--- config.mk ---
export PLATFORM = sky130hd
export DESIGN_NAME = fft_config_rx
export DESIGN_NICKNAME = d
export VERILOG_FILES = /design/src/rtl/fft_cfg_pkg.sv /design/src/rtl/fft_cfg_fifo.sv /design/src/rtl/fft_config_rx.sv
export SDC_FILE = /design/constraint.sdc
export NUM_CORES = 1
export LEC_CHECK = 0
export CORE_MARGIN = 4
export CORE_UTILIZATION = 47
export CTS_CLUSTER_DIAMETER = 100
export CTS_CLUSTER_SIZE = 10
export DETAILED_ROUTE_END_ITERATION = 8
export PLACE_DENSITY = 0.75
export SYNTH_ARGS = -nofsm -noshare
export SYNTH_HDL_FRONTEND = slang
export SYNTH_SLANG_ARGS = --single-unit
--- constraint.sdc ---
create_clock -name clk -period 2 [get_ports clk]
set_clock_uncertainty 0.1 [all_clocks]
set_input_delay 0.2 -clock clk [delete_from_list [all_inputs] [get_ports clk]]
set_output_delay 0.2 -clock clk [all_outputs]
set_load 0.02 [all_outputs]
--- src/rtl/fft_cfg_pkg.sv ---
// fft_cfg_pkg: shared config-word layout {scale_sch, forward} and FSM states for the FFT config channel.
package fft_cfg_pkg;
  localparam int CFG_W   = 9;
  localparam int SCALE_W = 8;
  localparam int FWD_BIT = 0;
  typedef enum logic {CFG_IDLE, CFG_APPLY} cfg_state_e;
  typedef struct packed {
    logic [SCALE_W-1:0] scale;
    logic               fwd;
  } cfg_t;
  function automatic logic [CFG_W-1:0] cfg_pack(logic [SCALE_W-1:0] scale, logic fwd);
    return {scale, fwd};
  endfunction
  function automatic cfg_t cfg_unpack(logic [CFG_W-1:0] w);
    cfg_t c;
    c.scale = w[CFG_W-1:FWD_BIT+1];
    c.fwd   = w[FWD_BIT];
    return c;
  endfunction
endpackage

--- src/rtl/fft_cfg_fifo.sv ---
// fft_cfg_fifo: synchronous FIFO with registered count; push ignored when full, pop ignored when empty.
module fft_cfg_fifo #(
  parameter int W     = 9,
  parameter int DEPTH = 2,
  localparam int AW   = $clog2(DEPTH)
) (
  input  logic         clk,
  input  logic         rst,
  input  logic         push,
  input  logic [W-1:0] din,
  input  logic         pop,
  output logic [W-1:0] dout,
  output logic         full,
  output logic         empty,
  output logic [AW:0]  count
);
  logic [W-1:0]  mem [DEPTH];
  logic [AW-1:0] wr_ptr_q, rd_ptr_q;
  logic [AW:0]   count_q, count_d;
  logic          push_ok, pop_ok;
  always_comb begin
    push_ok = push && !full;
    pop_ok  = pop && !empty;
    count_d = (push_ok && !pop_ok) ? count_q + 1'b1 :
              (pop_ok && !push_ok) ? count_q - 1'b1 : count_q;
  end
  always_ff @(posedge clk) begin
    if (rst) begin
      wr_ptr_q <= '0;
      rd_ptr_q <= '0;
      count_q  <= '0;
    end else begin
      if (push_ok) wr_ptr_q <= wr_ptr_q + 1'b1;
      if (pop_ok) rd_ptr_q <= rd_ptr_q + 1'b1;
      count_q <= count_d;
    end
  end
  always_ff @(posedge clk)
    if (push_ok) mem[wr_ptr_q] <= din;
  assign dout  = mem[rd_ptr_q];
  assign full  = count_q == (AW+1)'(DEPTH);
  assign empty = count_q == '0;
  assign count = count_q;
endmodule

--- src/rtl/fft_config_rx.sv ---
// fft_config_rx: AXI-Stream config slave; buffers words and applies one per frame_start.
// FFT_CFG_RX_TLAST_CHECK_EN: drop beats with tlast=0 and pulse evt_tlast_err.
module fft_config_rx import fft_cfg_pkg::*; #(
  parameter int                 DEPTH         = 2,
  parameter logic [SCALE_W-1:0] DEFAULT_SCALE = 8'h00,
  parameter logic               DEFAULT_FWD   = 1'b1
) (
  input  logic               clk,
  input  logic               reset,
  input  logic               s_axis_tvalid,
  output logic               s_axis_tready,
  input  logic [CFG_W-1:0]   s_axis_tdata,
  input  logic               s_axis_tlast,
  input  logic               frame_start,
  output logic [SCALE_W-1:0] scale_sch,
  output logic               forward,
  output logic               cfg_applied,
  output logic               cfg_pending,
  output logic               evt_tlast_err
);
  localparam int AW = $clog2(DEPTH);
  cfg_state_e       state_q, state_d;
  cfg_t             cfg_q, cfg_d;
  logic             pend_q, pend_d;
  logic             accept, push, trigger, full, empty;
  logic [CFG_W-1:0] head;
  logic [AW:0]      count;
  assign accept = s_axis_tvalid && s_axis_tready;
`ifdef FFT_CFG_RX_TLAST_CHECK_EN
  logic evt_q;
  assign push = accept && s_axis_tlast;
  always_ff @(posedge clk)
    evt_q <= reset ? 1'b0 : accept && !s_axis_tlast;
  assign evt_tlast_err = evt_q;
`else
  logic unused_tlast;
  assign unused_tlast  = s_axis_tlast;
  assign push          = accept;
  assign evt_tlast_err = 1'b0;
`endif
  fft_cfg_fifo #(.W(CFG_W), .DEPTH(DEPTH)) u_fifo (
    .clk(clk), .rst(reset), .push(push), .din(s_axis_tdata), .pop(trigger),
    .dout(head), .full(full), .empty(empty), .count(count)
  );
  // A frame_start seen during APPLY is held one cycle so it is not lost.
  always_comb begin
    trigger = state_q == CFG_IDLE && (frame_start || pend_q) && !empty;
    state_d = trigger ? CFG_APPLY : CFG_IDLE;
    pend_d  = state_q == CFG_APPLY && frame_start;
    cfg_d   = trigger ? cfg_unpack(head) : cfg_q;
  end
  always_ff @(posedge clk) begin
    if (reset) begin
      state_q <= CFG_IDLE;
      pend_q  <= 1'b0;
      cfg_q   <= cfg_unpack(cfg_pack(DEFAULT_SCALE, DEFAULT_FWD));
    end else begin
      state_q <= state_d;
      pend_q  <= pend_d;
      cfg_q   <= cfg_d;
    end
  end
  assign s_axis_tready = !full;
  assign scale_sch     = cfg_q.scale;
  assign forward       = cfg_q.fwd;
  assign cfg_applied   = state_q == CFG_APPLY;
  assign cfg_pending   = count != '0;
endmodule
**Word level (Yosys, flattened, before mapping)**

Memory sizes are Yosys's and may differ from the RTL's. A register that Yosys moved wholly into a read port is not among the register bits.
Cells that the tools add are included.

- Memories: 1
- Bits of input ports: 14
- Logic and storage cells: 33
- Bits in writable memories: 18
- Flip-flop bits (word level): 6
- Output and inout bits: 13

- Bitwise gates (word level): 1
- Reduce and logical (&&, ||, !) cells: 16
- $add $sub $neg: 4
- Muxes and demuxes: 5
- Eq/ne operators: 1

Memory list:

| memory | words | width | read ports | clocked after memory_dff | write ports | line | source |
|---|---|---|---|---|---|---|---|
| u_fifo.mem | 2 | 9 | 1 | 1 | 1 | fft_cfg_fifo.sv:17 | `logic [W-1:0] mem [DEPTH];` |

Operators with widths:

| cell | count |
|---|---|
| 1-bit logical AND | 8 |
| 1-bit zero test | 4 |
| 2-bit two-way mux | 2 |
| 2-bit nonzero test | 2 |
| 1-bit two-way mux | 3 |
| 1-bit adder, second input constant | 2 |
| 2-bit by 1-bit adder with 2-bit output, second input constant | 1 |
| 2-bit == test, second input constant | 1 |
| 2-bit zero test | 1 |
| 2-bit by 1-bit subtractor with 2-bit output, second input constant | 1 |
| 1-bit logical OR | 1 |
| 1-bit inverter | 1 |

**Depth between registers and ports, before layout**

- Depth in word-level cells: 8
- Mapped depth: 7

**Cells and area by module**

Synthesis repeated with hierarchy kept, for this count alone.

- Cell total of the unflattened synthesis: 104
- Area, all modules: 1358.8 um^2

By module, submodules not included:

| module | area each (um^2) | sequential area each (um^2) | cells each | instances |
|---|---|---|---|---|
| fft_cfg_fifo | 864.6 | 640.6 | 53 | 1 |
| fft_config_rx | 494.2 | 220.2 | 51 | 1 |

**Worst setup path before layout**

Ideal clock, no wire load.

- Path type: reg2reg
- Start: register u_fifo.count_q[0], in the netlist u_fifo.count[0]
- End: register u_fifo.count_q[1], in the netlist u_fifo.count[1]
- Library setup time: 0.071 ns
- Stages on the path, launching flop included: 7
- Buffers on the path: 1
- Slack: 0.208 ns
- Period minus slack after synthesis: 1.792 ns
- Arrival time: 1.622 ns
- Cell sequence: dfxtp_1 -> o22ai_2 -> buf_6 -> or2_1 -> ha_1 -> or3_1 -> a21oi_1

- Longest elaborated chain between the ends: 7

Ends and longest elaborated chain:

| element | line | source |
|---|---|---|
| from (decl) | fft_cfg_fifo.sv:19 | `logic [AW:0] count_q, count_d;` |
| from (signal assigned) | fft_cfg_fifo.sv:35 | `count_q <= count_d;` |
| 2-bit == test or 2-bit zero test (tied branches) | fft_cfg_fifo.sv:41, fft_cfg_fifo.sv:42 |  |
| 1-bit zero test, on equally long branches | n/a |  |
| 1-bit logical AND, on equally long branches | fft_config_rx.sv:28, fft_config_rx.sv:47 |  |
| 1-bit logical AND, on equally long branches | fft_cfg_fifo.sv:22, fft_cfg_fifo.sv:23 |  |
| 1-bit zero test, on equally long branches | fft_cfg_fifo.sv:25, fft_cfg_fifo.sv:24 |  |
| 1-bit logical AND, on equally long branches | fft_cfg_fifo.sv:25, fft_cfg_fifo.sv:24 |  |
| 2-bit nonzero test (no line) or 2-bit two-way mux (tied branches) | n/a |  |

Parallel ways exist; a longest one is shown, timed or not. The select of a mux whose other input is x is not followed.
A chain may end at the register's enable or synchronous reset.

**Final worst setup path**

- Start: register u_fifo.count_q[0], in the netlist u_fifo.count[0]
- End: output s_axis_tready

- Longest elaborated chain between the ends: 2

Ends and longest elaborated chain:

| element | line | source |
|---|---|---|
| 2-bit == test | fft_cfg_fifo.sv:41 | `assign full = count_q == (AW+1)'(DEPTH);` |
| 1-bit zero test | fft_config_rx.sv:63 | `assign s_axis_tready = !full;` |
| to (decl) | fft_config_rx.sv:11 | `output logic s_axis_tready,` |

No other way between the ends.

==> results.py <==
metrics = {
    "status": {
        "outcome": "complete, no violations",
    },
    "yosys": {
        "post_synth_fa_ha_maj_area_fraction_pct": 0.979,
        "post_synth_mux_area_share_pct": 7.15,
        "yosys-top-cells-count": "edfxtp_1, dfxtp_1, a21oi_1, o21ai_0, or3_1",
        "postSynth.topFlopCell": "edfxtp_1",
        "combinational_family_with_the_most_area_after_synthesis": "compound AO/OA/AOI/OAI gates",
        "mappedNetlistArea_um2": 1280,
        "yosys.cell_types.count": 26,
        "synth_sequential_area_ratio_pct": 65.8,
        "yosys_register_bits": 33,
        "synth_top_area_share_pct": 42.3,
        "synth_xor_xnor_area_share_pct": 1.37,
        "net_count_synth": 116,
        "yosys_warnings": 0,
        "async_flop_share_pct": 0,
        "number_of_cells_produced_by_synthesis": 101,
        "most_frequent_cell_after_synthesis": "edfxtp_1",
        "yosys.area_share.simple_pct": 9.89,
        "synth_compound_area_share_pct": 10.7,
        "avgSynthCellArea_um2": 12.6,
        "synth_enable_flop_cells": 18,
        "yosysTopAreaCell": "edfxtp_1",
        "yosys-top-cells-area": "edfxtp_1, dfxtp_1, mux2i_1",
    },
    "clocking": {
        "cts.sink_count": 33,
        "htree_num_levels": 2,
        "cts_buffer_depth": 2,
        "cts_post_setup_buffers_inserted": 0,
        "cts-root-buf": "clkbuf_4",
        "cts.clk_slew.worst_paths_ns": 0.09,
        "insertion_delay_ns": 0.32,
        "holdBufCountCts": 0,
        "cts_inserted_buffers": 5,
        "clock_tree_from_tritoncts": "yes",
        "cts_resized": 0,
    },
    "timing": {
        "slew_viol_final": 0,
        "setup_viol": 0,
        "unrepaired_setup_endpoints_after_global_routing": "false",
        "post-route-min-period_ns": 1.89,
        "post-route-period-util_pct": 94.7,
        "achievable-frequency_ghz": 0.528,
        "hold-worst-slack_ns": 0.360,
        "maxSlewHeadroom_pct": 62.3,
        "report.final.hold_viol_count": 0,
        "tightestPinTransition_ns": 0.564,
    },
    "placed_design": {
        "port-buffer-count": 24,
        "gp_congestion": 0.817,
        "place_hpwl_um": 1510,
    },
    "setup_path": {
        "worst-setup-path-type": "reg -> out",
        "worst_ep_required_time_ns": 1.70,
        "worstSetupStartpointType": "flip-flop",
        "worstPathArrival_ns": 1.59,
        "setup.worst_path.end_class": "output port",
        "path_max_fanout": 5,
    },
    "grt": {
        "first_global_vias": 835,
        "initial_antenna_violation_count": 0,
        "overflow": 0,
        "grt_max_degree": 20,
        "grt_pass1_wl_um": 3540,
        "grt_util_all_layers_pct": 13.7,
    },
    "routing": {
        "drt_pass1_iterations": 4,
        "vias_per_cell": 5.19,
        "drtAntennaViolNets": 0,
        "route.vias.total": 825,
        "detail_route.drc_violations": 0,
        "avgRoutedWirePerCell_um": 13.5,
        "detailed_route_iter0_violations": 21,
        "drt-total-wl_um": 2150,
    },
    "floorplan": {
        "die_h_um": 60.1,
        "std_cell_core_area_um2": 2540,
        "full_die_area_um2": 3620,
        "rows": 18,
        "die-width_um": 60.1,
        "starting_density_of_the_core_pct": 50.2,
        "ios": 27,
    },
    "layout": {
        "drive_gt1_share_pct": 11.6,
        "utilization_pct": 62.8,
        "area_added_between_synthesis_and_finish_pct": 25.2,
        "num_antenna_cells": 0,
        "number_of_nets_at_the_end_of_the_flow": 143,
    },
    "power": {
        "p_per_area_nw_per_um2": 1180,
        "vdd.ir_drop.worst_uv": 906,
        "p_leak_uw": 0.000557,
        "power.total_uw": 1880,
    },
    "min_path": {
        "hold_class": "in -> reg",
    },
    "flow_run": {
        "drv.max_cap_violation_count": 0,
    },
}
## routing by layer
layer / vias to the layer above / GRT usage, % / part of all wire [%]
li1: 417 / - / -
met1: 381 / 12.0 / 37
met2: 23 / 25.9 / 57
met3: 4 / 4.97 / 5.3
met4: 0 / 8.23 / 1.3
met5: - / 0 / 0
## final cells by class
| type | count | area, um2 |
|---|---|---|
| Clock buffer | 8 | 58.8 |
| Fill cell | 224 | 946 |
| Inverter | 1 | 3.75 |
| Multi-Input combinational cell | 59 | 388 |
| Sequential cell | 33 | 841 |
| Tap cell | 30 | 37.5 |
| Timing Repair Buffer | 28 | 270 |
## cells by family after synthesis
group,Yosys count
buf+inv,9
other cells,1
flops,33
xor+xnor,2
compound gates,24
fa+ha+maj,1
mux,9
simple gates,22
## flip-flops by register name, summed over array words and instances (netlist names)
register         count
u_fifo.mem          18
scale_sch            8
u_fifo.count         2
cfg_applied          1
forward              1
pend_q               1
u_fifo.rd_ptr_q      1
u_fifo.wr_ptr_q      1
## worst max-delay path, cell delays in order (launching register included)
cell and delay (ns):
dfxtp_1 0.44, nand2b_1 0.21, clkdlybuf4s50_1 0.63
## stage by stage
stage | setup TNS [ns] | area (um2) | setup slack (ns) | instances
3_5_place_dp | -0.0327 | 1540 | -0.0327 | 151
4_1_cts | 0 | 1600 | 0.0852 | 159
3_3_place_gp | 0 | 1540 | 0.0420 | 151
2_1_floorplan | 0 | 1280 | 0.208 | 101
5_1_grt | 0 | 1600 | 0.0297 | 159
6_report | 0 | 1600 | 0.105 | 159
## path summary, 6_finish.rpt
kind	startpoint	endpoint	slack (ns)	cells past startpoint
hold / removal	s_axis_tdata[7]	u_fifo.mem[1][7]$_DFFE_PP_	0.36	1
setup reg to reg	u_fifo.count[0]$_SDFFE_PP0P_	u_fifo.count[1]$_SDFFE_PP0P_	0.21	5
hold reg to reg	cfg_applied$_SDFF_PP0_	pend_q$_SDFF_PP0_	0.38	2
setup / recovery	u_fifo.count[0]$_SDFFE_PP0P_	s_axis_tready	0.11	2
## cells in the final DEF, fill, tap and decap left out
master	Yosys	routed
and2_1	1	1
mux2_2	1	1
clkbuf_4	0	5
and3_1	1	1
clkbuf_8	0	1
or2_1	1	1
nor4_1	1	1
a21bo_2	1	1
conb_1	1	1
inv_1	1	1
o21ai_0	10	10
buf_4	2	4
clkbuf_1	5	2
or2_2	1	1
ha_1	1	1
o22ai_2	1	1
nand2b_1	1	1
or3_1	10	10
clkdlybuf4s50_1	0	24
edfxtp_1	18	18
a21oi_2	1	1
nand3b_1	1	1
a21oi_1	11	11
nand2_1	1	1
dfxtp_1	15	15
mux2i_1	8	8
xor2_1	2	2
nor2_1	4	4
## where the power goes
part | switching [uW] | internal (uW) | total [uW]
Sequential | 84.3 | 838 | 922
Combinational | 293 | 295 | 587
Clock | 197 | 173 | 371
Total | 574 | 1310 | 1880
No activity file was read; power rests on OpenSTA's default activity.
